### src/rtl/hazard_sched_unit_if.sv
// Hazard controller bus: Decode-stage register tags and status flags in,
// pipeline stall/flush/forward controls, FSM state and perf counters out.
//   master : pipeline side (drives Decode/Execute/Memory status, reads controls)
//   slave  : hazard_sched_unit
interface hazard_sched_unit_if #(
  parameter int unsigned CNT_W  = 16,
  parameter int unsigned REG_AW = 5
);
  logic [REG_AW-1:0] Rs1D;
  logic [REG_AW-1:0] Rs2D;
  logic [REG_AW-1:0] RdD;
  logic              ValidD;
  logic              RegWriteD;
  logic              LoadD;
  logic              PCSrcE;
  logic              DMemReadyM;
  logic              cnt_clr;

  logic              StallF;
  logic              StallD;
  logic              StallE;
  logic              StallM;
  logic              StallW;
  logic              FlushD;
  logic              FlushE;
  logic [1:0]        ForwardAE;
  logic [1:0]        ForwardBE;
  logic [1:0]        state;
  logic [CNT_W-1:0]  stall_cnt;
  logic [CNT_W-1:0]  flush_cnt;

  modport master (
    output Rs1D, Rs2D, RdD, ValidD, RegWriteD, LoadD, PCSrcE, DMemReadyM, cnt_clr,
    input  StallF, StallD, StallE, StallM, StallW, FlushD, FlushE,
    input  ForwardAE, ForwardBE, state, stall_cnt, flush_cnt
  );

  modport slave (
    input  Rs1D, Rs2D, RdD, ValidD, RegWriteD, LoadD, PCSrcE, DMemReadyM, cnt_clr,
    output StallF, StallD, StallE, StallM, StallW, FlushD, FlushE,
    output ForwardAE, ForwardBE, state, stall_cnt, flush_cnt
  );
endinterface

### src/rtl/hazard_sched_unit.sv
// Hazard controller for the 5-stage F/D/E/M/W core. Tracks register tags of
// the instructions in E, M and W, and derives forwarding selects, load-use
// stalls, branch-redirect flushes and memory-wait freezes. Saturating
// stall/flush performance counters are kept alongside.
// Ports:
//   clk  - clock
//   rst  - asynchronous active-low reset
//   bus  - hazard_sched_unit_if.slave (Decode tags/status in, controls out)
module hazard_sched_unit #(
  parameter int unsigned CNT_W  = 16,
  parameter int unsigned REG_AW = 5
) (
  input  logic                 clk,
  input  logic                 rst,
  hazard_sched_unit_if.slave   bus
);

  typedef enum logic [1:0] {
    RUN     = 2'b00,
    LDSTALL = 2'b01,
    MEMWAIT = 2'b10
  } state_t;

  localparam logic [CNT_W-1:0] CNT_ONE = CNT_W'(1);

  state_t state_q, state_d;

  logic              e_v, e_we, e_ld;
  logic [REG_AW-1:0] e_rs1, e_rs2, e_rd;
  logic              m_v, m_we;
  logic [REG_AW-1:0] m_rd;
  logic              w_v, w_we;
  logic [REG_AW-1:0] w_rd;

  logic [CNT_W-1:0]  stall_q, flush_q;

  logic memwait, redirect, lduse, bubble_e;
  logic stall_f, stall_d, stall_all, flush_d, flush_e;
  logic m_hit_a, w_hit_a, m_hit_b, w_hit_b;

  // Memory wait is suppressed while in reset so every stall reads 0 then.
  assign memwait  = rst & ~bus.DMemReadyM;
  assign redirect = bus.PCSrcE;
  assign lduse    = e_v & e_ld & (e_rd != '0) & bus.ValidD &
                    ((e_rd == bus.Rs1D) | (e_rd == bus.Rs2D));

  always_comb begin
    state_d   = RUN;
    stall_f   = 1'b0;
    stall_d   = 1'b0;
    stall_all = 1'b0;
    flush_d   = 1'b0;
    flush_e   = 1'b0;
    bubble_e  = 1'b0;
    if (memwait) begin
      state_d   = MEMWAIT;
      stall_f   = 1'b1;
      stall_d   = 1'b1;
      stall_all = 1'b1;
    end else if (redirect) begin
      flush_d  = rst;
      flush_e  = 1'b1;
      bubble_e = 1'b1;
    end else if (lduse) begin
      state_d  = LDSTALL;
      stall_f  = 1'b1;
      stall_d  = 1'b1;
      flush_e  = 1'b1;
      bubble_e = 1'b1;
    end
  end

  always_ff @(posedge clk or negedge rst) begin
    if (!rst) state_q <= RUN;
    else      state_q <= state_d;
  end

  // Shadow scoreboard: frozen on memory wait; otherwise it advances, with E
  // taking either the Decode tags or an all-zero bubble.
  always_ff @(posedge clk or negedge rst) begin
    if (!rst) begin
      e_v <= 1'b0; e_we <= 1'b0; e_ld <= 1'b0;
      e_rs1 <= '0; e_rs2 <= '0; e_rd <= '0;
      m_v <= 1'b0; m_we <= 1'b0; m_rd <= '0;
      w_v <= 1'b0; w_we <= 1'b0; w_rd <= '0;
    end else if (!memwait) begin
      w_v <= m_v; w_we <= m_we; w_rd <= m_rd;
      m_v <= e_v; m_we <= e_we; m_rd <= e_rd;
      if (bubble_e) begin
        e_v <= 1'b0; e_we <= 1'b0; e_ld <= 1'b0;
        e_rs1 <= '0; e_rs2 <= '0; e_rd <= '0;
      end else begin
        e_v   <= bus.ValidD;
        e_we  <= bus.RegWriteD;
        e_ld  <= bus.LoadD;
        e_rs1 <= bus.Rs1D;
        e_rs2 <= bus.Rs2D;
        e_rd  <= bus.RdD;
      end
    end
  end

  always_ff @(posedge clk or negedge rst) begin
    if (!rst) begin
      stall_q <= '0;
      flush_q <= '0;
    end else if (bus.cnt_clr) begin
      stall_q <= '0;
      flush_q <= '0;
    end else begin
      if ((state_d != RUN) && (stall_q != '1)) stall_q <= stall_q + CNT_ONE;
      if (redirect && !memwait && (flush_q != '1)) flush_q <= flush_q + CNT_ONE;
    end
  end

  assign m_hit_a = m_v & m_we & (m_rd != '0) & (m_rd == e_rs1);
  assign w_hit_a = w_v & w_we & (w_rd != '0) & (w_rd == e_rs1);
  assign m_hit_b = m_v & m_we & (m_rd != '0) & (m_rd == e_rs2);
  assign w_hit_b = w_v & w_we & (w_rd != '0) & (w_rd == e_rs2);

  assign bus.ForwardAE = m_hit_a ? 2'b10 : (w_hit_a ? 2'b01 : 2'b00);
  assign bus.ForwardBE = m_hit_b ? 2'b10 : (w_hit_b ? 2'b01 : 2'b00);

  assign bus.StallF    = stall_f;
  assign bus.StallD    = stall_d;
  assign bus.StallE    = stall_all;
  assign bus.StallM    = stall_all;
  assign bus.StallW    = stall_all;
  assign bus.FlushD    = flush_d;
  assign bus.FlushE    = flush_e;
  assign bus.state     = state_q;
  assign bus.stall_cnt = stall_q;
  assign bus.flush_cnt = flush_q;

endmodule

### src/flat_wrapper.sv
// flat-port wrapper written by rule: the top's interface ports become plain ports
module hazard_sched_unit_flat 
#(
  parameter int unsigned CNT_W  = 16,
  parameter int unsigned REG_AW = 5
)
  (clk, rst, bus_Rs1D, bus_Rs2D, bus_RdD, bus_ValidD, bus_RegWriteD, bus_LoadD, bus_PCSrcE, bus_DMemReadyM, bus_cnt_clr, bus_StallF, bus_StallD, bus_StallE, bus_StallM, bus_StallW, bus_FlushD, bus_FlushE, bus_ForwardAE, bus_ForwardBE, bus_state, bus_stall_cnt, bus_flush_cnt);
  hazard_sched_unit_if #(.CNT_W(CNT_W), .REG_AW(REG_AW)) bus_i ();
  input  logic clk;
  input  logic rst;
  input wire logic [$bits(bus_i.Rs1D)-1:0] bus_Rs1D;
  input wire logic [$bits(bus_i.Rs2D)-1:0] bus_Rs2D;
  input wire logic [$bits(bus_i.RdD)-1:0] bus_RdD;
  input wire logic [$bits(bus_i.ValidD)-1:0] bus_ValidD;
  input wire logic [$bits(bus_i.RegWriteD)-1:0] bus_RegWriteD;
  input wire logic [$bits(bus_i.LoadD)-1:0] bus_LoadD;
  input wire logic [$bits(bus_i.PCSrcE)-1:0] bus_PCSrcE;
  input wire logic [$bits(bus_i.DMemReadyM)-1:0] bus_DMemReadyM;
  input wire logic [$bits(bus_i.cnt_clr)-1:0] bus_cnt_clr;
  output wire logic [$bits(bus_i.StallF)-1:0] bus_StallF;
  output wire logic [$bits(bus_i.StallD)-1:0] bus_StallD;
  output wire logic [$bits(bus_i.StallE)-1:0] bus_StallE;
  output wire logic [$bits(bus_i.StallM)-1:0] bus_StallM;
  output wire logic [$bits(bus_i.StallW)-1:0] bus_StallW;
  output wire logic [$bits(bus_i.FlushD)-1:0] bus_FlushD;
  output wire logic [$bits(bus_i.FlushE)-1:0] bus_FlushE;
  output wire logic [$bits(bus_i.ForwardAE)-1:0] bus_ForwardAE;
  output wire logic [$bits(bus_i.ForwardBE)-1:0] bus_ForwardBE;
  output wire logic [$bits(bus_i.state)-1:0] bus_state;
  output wire logic [$bits(bus_i.stall_cnt)-1:0] bus_stall_cnt;
  output wire logic [$bits(bus_i.flush_cnt)-1:0] bus_flush_cnt;
  assign bus_i.Rs1D = bus_Rs1D;
  assign bus_i.Rs2D = bus_Rs2D;
  assign bus_i.RdD = bus_RdD;
  assign bus_i.ValidD = bus_ValidD;
  assign bus_i.RegWriteD = bus_RegWriteD;
  assign bus_i.LoadD = bus_LoadD;
  assign bus_i.PCSrcE = bus_PCSrcE;
  assign bus_i.DMemReadyM = bus_DMemReadyM;
  assign bus_i.cnt_clr = bus_cnt_clr;
  assign bus_StallF = bus_i.StallF;
  assign bus_StallD = bus_i.StallD;
  assign bus_StallE = bus_i.StallE;
  assign bus_StallM = bus_i.StallM;
  assign bus_StallW = bus_i.StallW;
  assign bus_FlushD = bus_i.FlushD;
  assign bus_FlushE = bus_i.FlushE;
  assign bus_ForwardAE = bus_i.ForwardAE;
  assign bus_ForwardBE = bus_i.ForwardBE;
  assign bus_state = bus_i.state;
  assign bus_stall_cnt = bus_i.stall_cnt;
  assign bus_flush_cnt = bus_i.flush_cnt;
  hazard_sched_unit #(.CNT_W(CNT_W), .REG_AW(REG_AW)) u_core (.clk(clk), .rst(rst), .bus(bus_i));
endmodule
### config.mk
export PLATFORM = sky130hd
export DESIGN_NAME = hazard_sched_unit_flat
export DESIGN_NICKNAME = d
export VERILOG_FILES = /design/src/rtl/hazard_sched_unit_if.sv /design/src/rtl/hazard_sched_unit.sv /design/src/flat_wrapper.sv
export SDC_FILE = /design/constraint.sdc
export NUM_CORES = 1
export LEC_CHECK = 0
export BUFFER_PORTS_ARGS = -buffer_cell sky130_fd_sc_hd__clkbuf_2
export CAP_MARGIN = 5
export CORE_UTILIZATION = 34
export DETAILED_ROUTE_END_ITERATION = 12
export REMOVE_ABC_BUFFERS = 1
export SYNTH_ARGS = -nofsm -noshare
export SYNTH_HDL_FRONTEND = slang
export SYNTH_SLANG_ARGS = --single-unit
### constraint.sdc
create_clock -name clk -period 2.9 [get_ports clk]
set_clock_uncertainty 0.05 [all_clocks]
set_input_delay 0.58 -clock clk [delete_from_list [all_inputs] [get_ports clk]]
set_output_delay 0.58 -clock clk [all_outputs]
set_load 0.05 [all_outputs]
==> flow_summary.json <==
{
  "max_cap_viol_count": 0,
  "leakagePower_nw": 1.98,
  "worstMarginPinSlew_ps": 846,
  "finalSetupViolations": 0,
  "h-tree-depth": 3,
  "rows": 36,
  "dp_slack_ps": 316,
  "drive_gt1_share_pct": 24.6,
  "slew_violations": 0,
  "core-area_um2": 9730,
  "drc_errors": 0,
  "dr.pass1.iters": 4,
  "synth-async-reset-ratio_pct": 100,
  "finalSetupTns_ps": 0,
  "setup_ws_ps": 125,
  "period_needed_ps": 2780,
  "dp_hpwl_um": 5680,
  "drtIter0Drc": 71,
  "vias": 2817,
  "end_kind": "output pin",
  "nFillCells": 1024,
  "hold_path.class": "input pin to flip-flop",
  "yosysMostFrequentCell": "dfrtp_1",
  "placed_area_um2": 3850,
  "wl_per_cell_um": 14.8,
  "grt_max_degree": 67,
  "synth_flop_cell": "dfrtp_1",
  "grt_pass1_wl_um": 13500,
  "die_area_um2": 10400,
  "hold_viol_final": 0,
  "grt_usage_pct": 17.0,
  "arrival_ps": 2150,
  "crit_path_start_kind": "flip-flop",
  "synth_cells": 347,
  "endpoint": "bus_StallD",
  "die_h_um": 102,
  "slew_headroom_pct": 43.6,
  "yosysUniqueCellTypes": 39,
  "post-route-util_pct": 42.1,
  "cts-buffers-inserted": 9,
  "syn2layout_area_growth_pct": 20.6,
  "start_util_pct": 34.9,
  "crit_required_ps": 2270,
  "holdPathStages": 2,
  "multiInputGateArea_um2": 1610,
  "ys_ff_latch": 66,
  "r2r-end": "u_core.bus.stall_cnt[3]",
  "grt_pass1_vias": 2690,
  "ff2ff_path_depth": 7,
  "io_buffers": 67,
  "r2r_setup_slack_ps": 470,
  "yosys_warnings": 0,
  "worstReg2RegStart": "u_core.bus.stall_cnt[1]",
  "gp_congestion": 0.818,
  "via_per_inst": 5.08,
  "worstSetupPathType": "flip-flop to output pin",
  "netlist_area_um2": 3390,
  "fin_crit_sh_pct": 95.7,
  "postRouteAntennaNets": 0,
  "syn_avg_cell_area_um2": 9.78,
  "cts_buffer_depth": 2,
  "antenna_found_initial": 0,
  "cp-startpoint": "u_core.e_rd[2]",
  "final_area_um2": 4090,
  "yosys-top-cells-area": "dfrtp_1, xor2_1, nand2_1",
  "ioPinCount": 68,
  "yosysTopAreaCell": "dfrtp_1",
  "regArea_um2": 1660,
  "status": "finished clean",
  "ys_top_cells_by_count": "dfrtp_1, nand2_1, xor2_1, nor2_1, a22o_1",
  "die_x_um": 102,
  "n_antenna_cell": 0,
  "nNetsFinal": 442,
  "timing.fmax_ghz": 0.360,
  "holdWs_ps": 399,
  "clk_pin_slew_ps": 80,
  "ir_drop_v": 0.000263,
  "synth-edff-count": 0,
  "clk_latency_ps": 340,
  "clock_sinks": 66,
  "yosysTopAreaCellShare_pct": 48.7,
  "cts_tree": "done",
  "clock-root-buffer": "clkbuf_8",
  "power.density_nw_per_um2": 488,
  "yosysSeqAreaShare_pct": 48.7,
  "totalWireLength_um": 8200,
  "critPathMaxFanout": 5,
  "grt-ovfl-total": 0,
  "rsz0062_at_grt": "true"
}
==> placed cells by master (no fill, tap or decap), types with 2 or more instances in the layout <==
cell type  synthesis  layout
a21oi_1           14      14
clkbuf_2           0      62
or4_1             15      14
and3_1             6       6
nor4_1             7       7
nor4b_1            3       3
o21ai_0            3       3
nor2b_1            5       5
nand3_1           12      12
nand2_1           54      54
o211ai_1           2       2
clkbuf_8           0      12
ha_1               2       2
clkinv_2           0       2
xnor2_1           10      10
buf_4              8      15
o31ai_1           10      10
nand4_1           10      10
xor2_1            35      35
dfrtp_2            0       3
mux2_2             2       2
clkbuf_1           6       2
a22o_1            18      18
inv_1              7       7
nor3_1             6       6
nor2_1            27      27
dfrtp_1           66      63
==> critical path: stages (launching register included) <==
cell,delay [ps]
dfrtp_2,460
or4_4,560
o2111ai_4,230
or2_4,170
o21a_4,130
inv_1,70
buf_4,190
==> state kept, by name (all words and copies together) (netlist names), 2 cells and up <==
name	count
u_core.bus.state	2
u_core.w_rd	5
u_core.e_rs2	5
u_core.bus.stall_cnt	16
u_core.m_rd	5
u_core.e_rs1	5
u_core.e_rd	5
u_core.bus.flush_cnt	16
==> timing repair <==
action,in CTS,in global routing
endpoints found under the setup margin,4,4
endpoints found under the hold margin,0,0
pin swaps,0,5
buffers inserted,2,2
hold buffers,0,0
gates resized for setup,4,10
==> worst min-delay path by stage <==
stage                            from                       to
after global routing       bus_RdD[0]           u_core.e_rd[0]
after global placement    u_core.w_we              u_core.w_we
final                      bus_RdD[0]           u_core.e_rd[0]
after floorplan                   rst  u_core.bus.flush_cnt[0]
after detailed placement  u_core.e_we              u_core.m_we
after CTS                  bus_RdD[0]           u_core.e_rd[0]
==> where the power goes <==
| part | internal [mW] | total [mW] | switching [mW] |
|---|---|---|---|
| Combinational | 0.0981 | 0.251 | 0.153 |
| Sequential | 0.962 | 1.02 | 0.0565 |
| Clock | 0.379 | 0.725 | 0.346 |
| Total | 1.44 | 1.99 | 0.555 |
==> routing by layer <==
| layer | vias to the layer above | global-route usage, % | share of wire [%] |
|---|---|---|---|
| li1 | 1364 | - | - |
| met1 | 1379 | 22.9 | 47 |
| met2 | 63 | 27.0 | 47 |
| met3 | 11 | 4.45 | 4.9 |
| met4 | 0 | 4.95 | 1.2 |
| met5 | - | 0 | 0 |
==> cells by family (layout without fill, tap and decap cells) <==
family / Yosys count / in the layout / synth area share [%]
and+or+nand+nor: 150 / 150 / 22.0
DFF: 66 / 66 / 48.7
xor gates and xnor gates: 45 / 45 / 11.6
muxes: 3 / 3 / 0.996
buffers and inverters: 28 / 103 / 4.42
AOI/OAI and AO/OA: 53 / 53 / 11.6
adders and majority gates: 2 / 2 / 0.737
==> final cells by class <==
| class | count | share of cell area [%] |
|---|---|---|
| flip-flops and latches | 66 | 40.5 |
| multi-input cells | 253 | 39.3 |
| repair buffers | 79 | 10.9 |
| clock buffers | 14 | 4.22 |
| well taps | 133 | 4.07 |
| inverters | 8 | 0.734 |
| clock inverters | 2 | 0.245 |
==> per-stage QoR <==
step,total power [mW],std cells
floorplan,1.17,327
global placement,1.28,535
detailed placement,1.28,535
CTS,2.02,553
global route,2.09,555
finish,1.99,555
No activity file was read; power rests on OpenSTA's default activity.
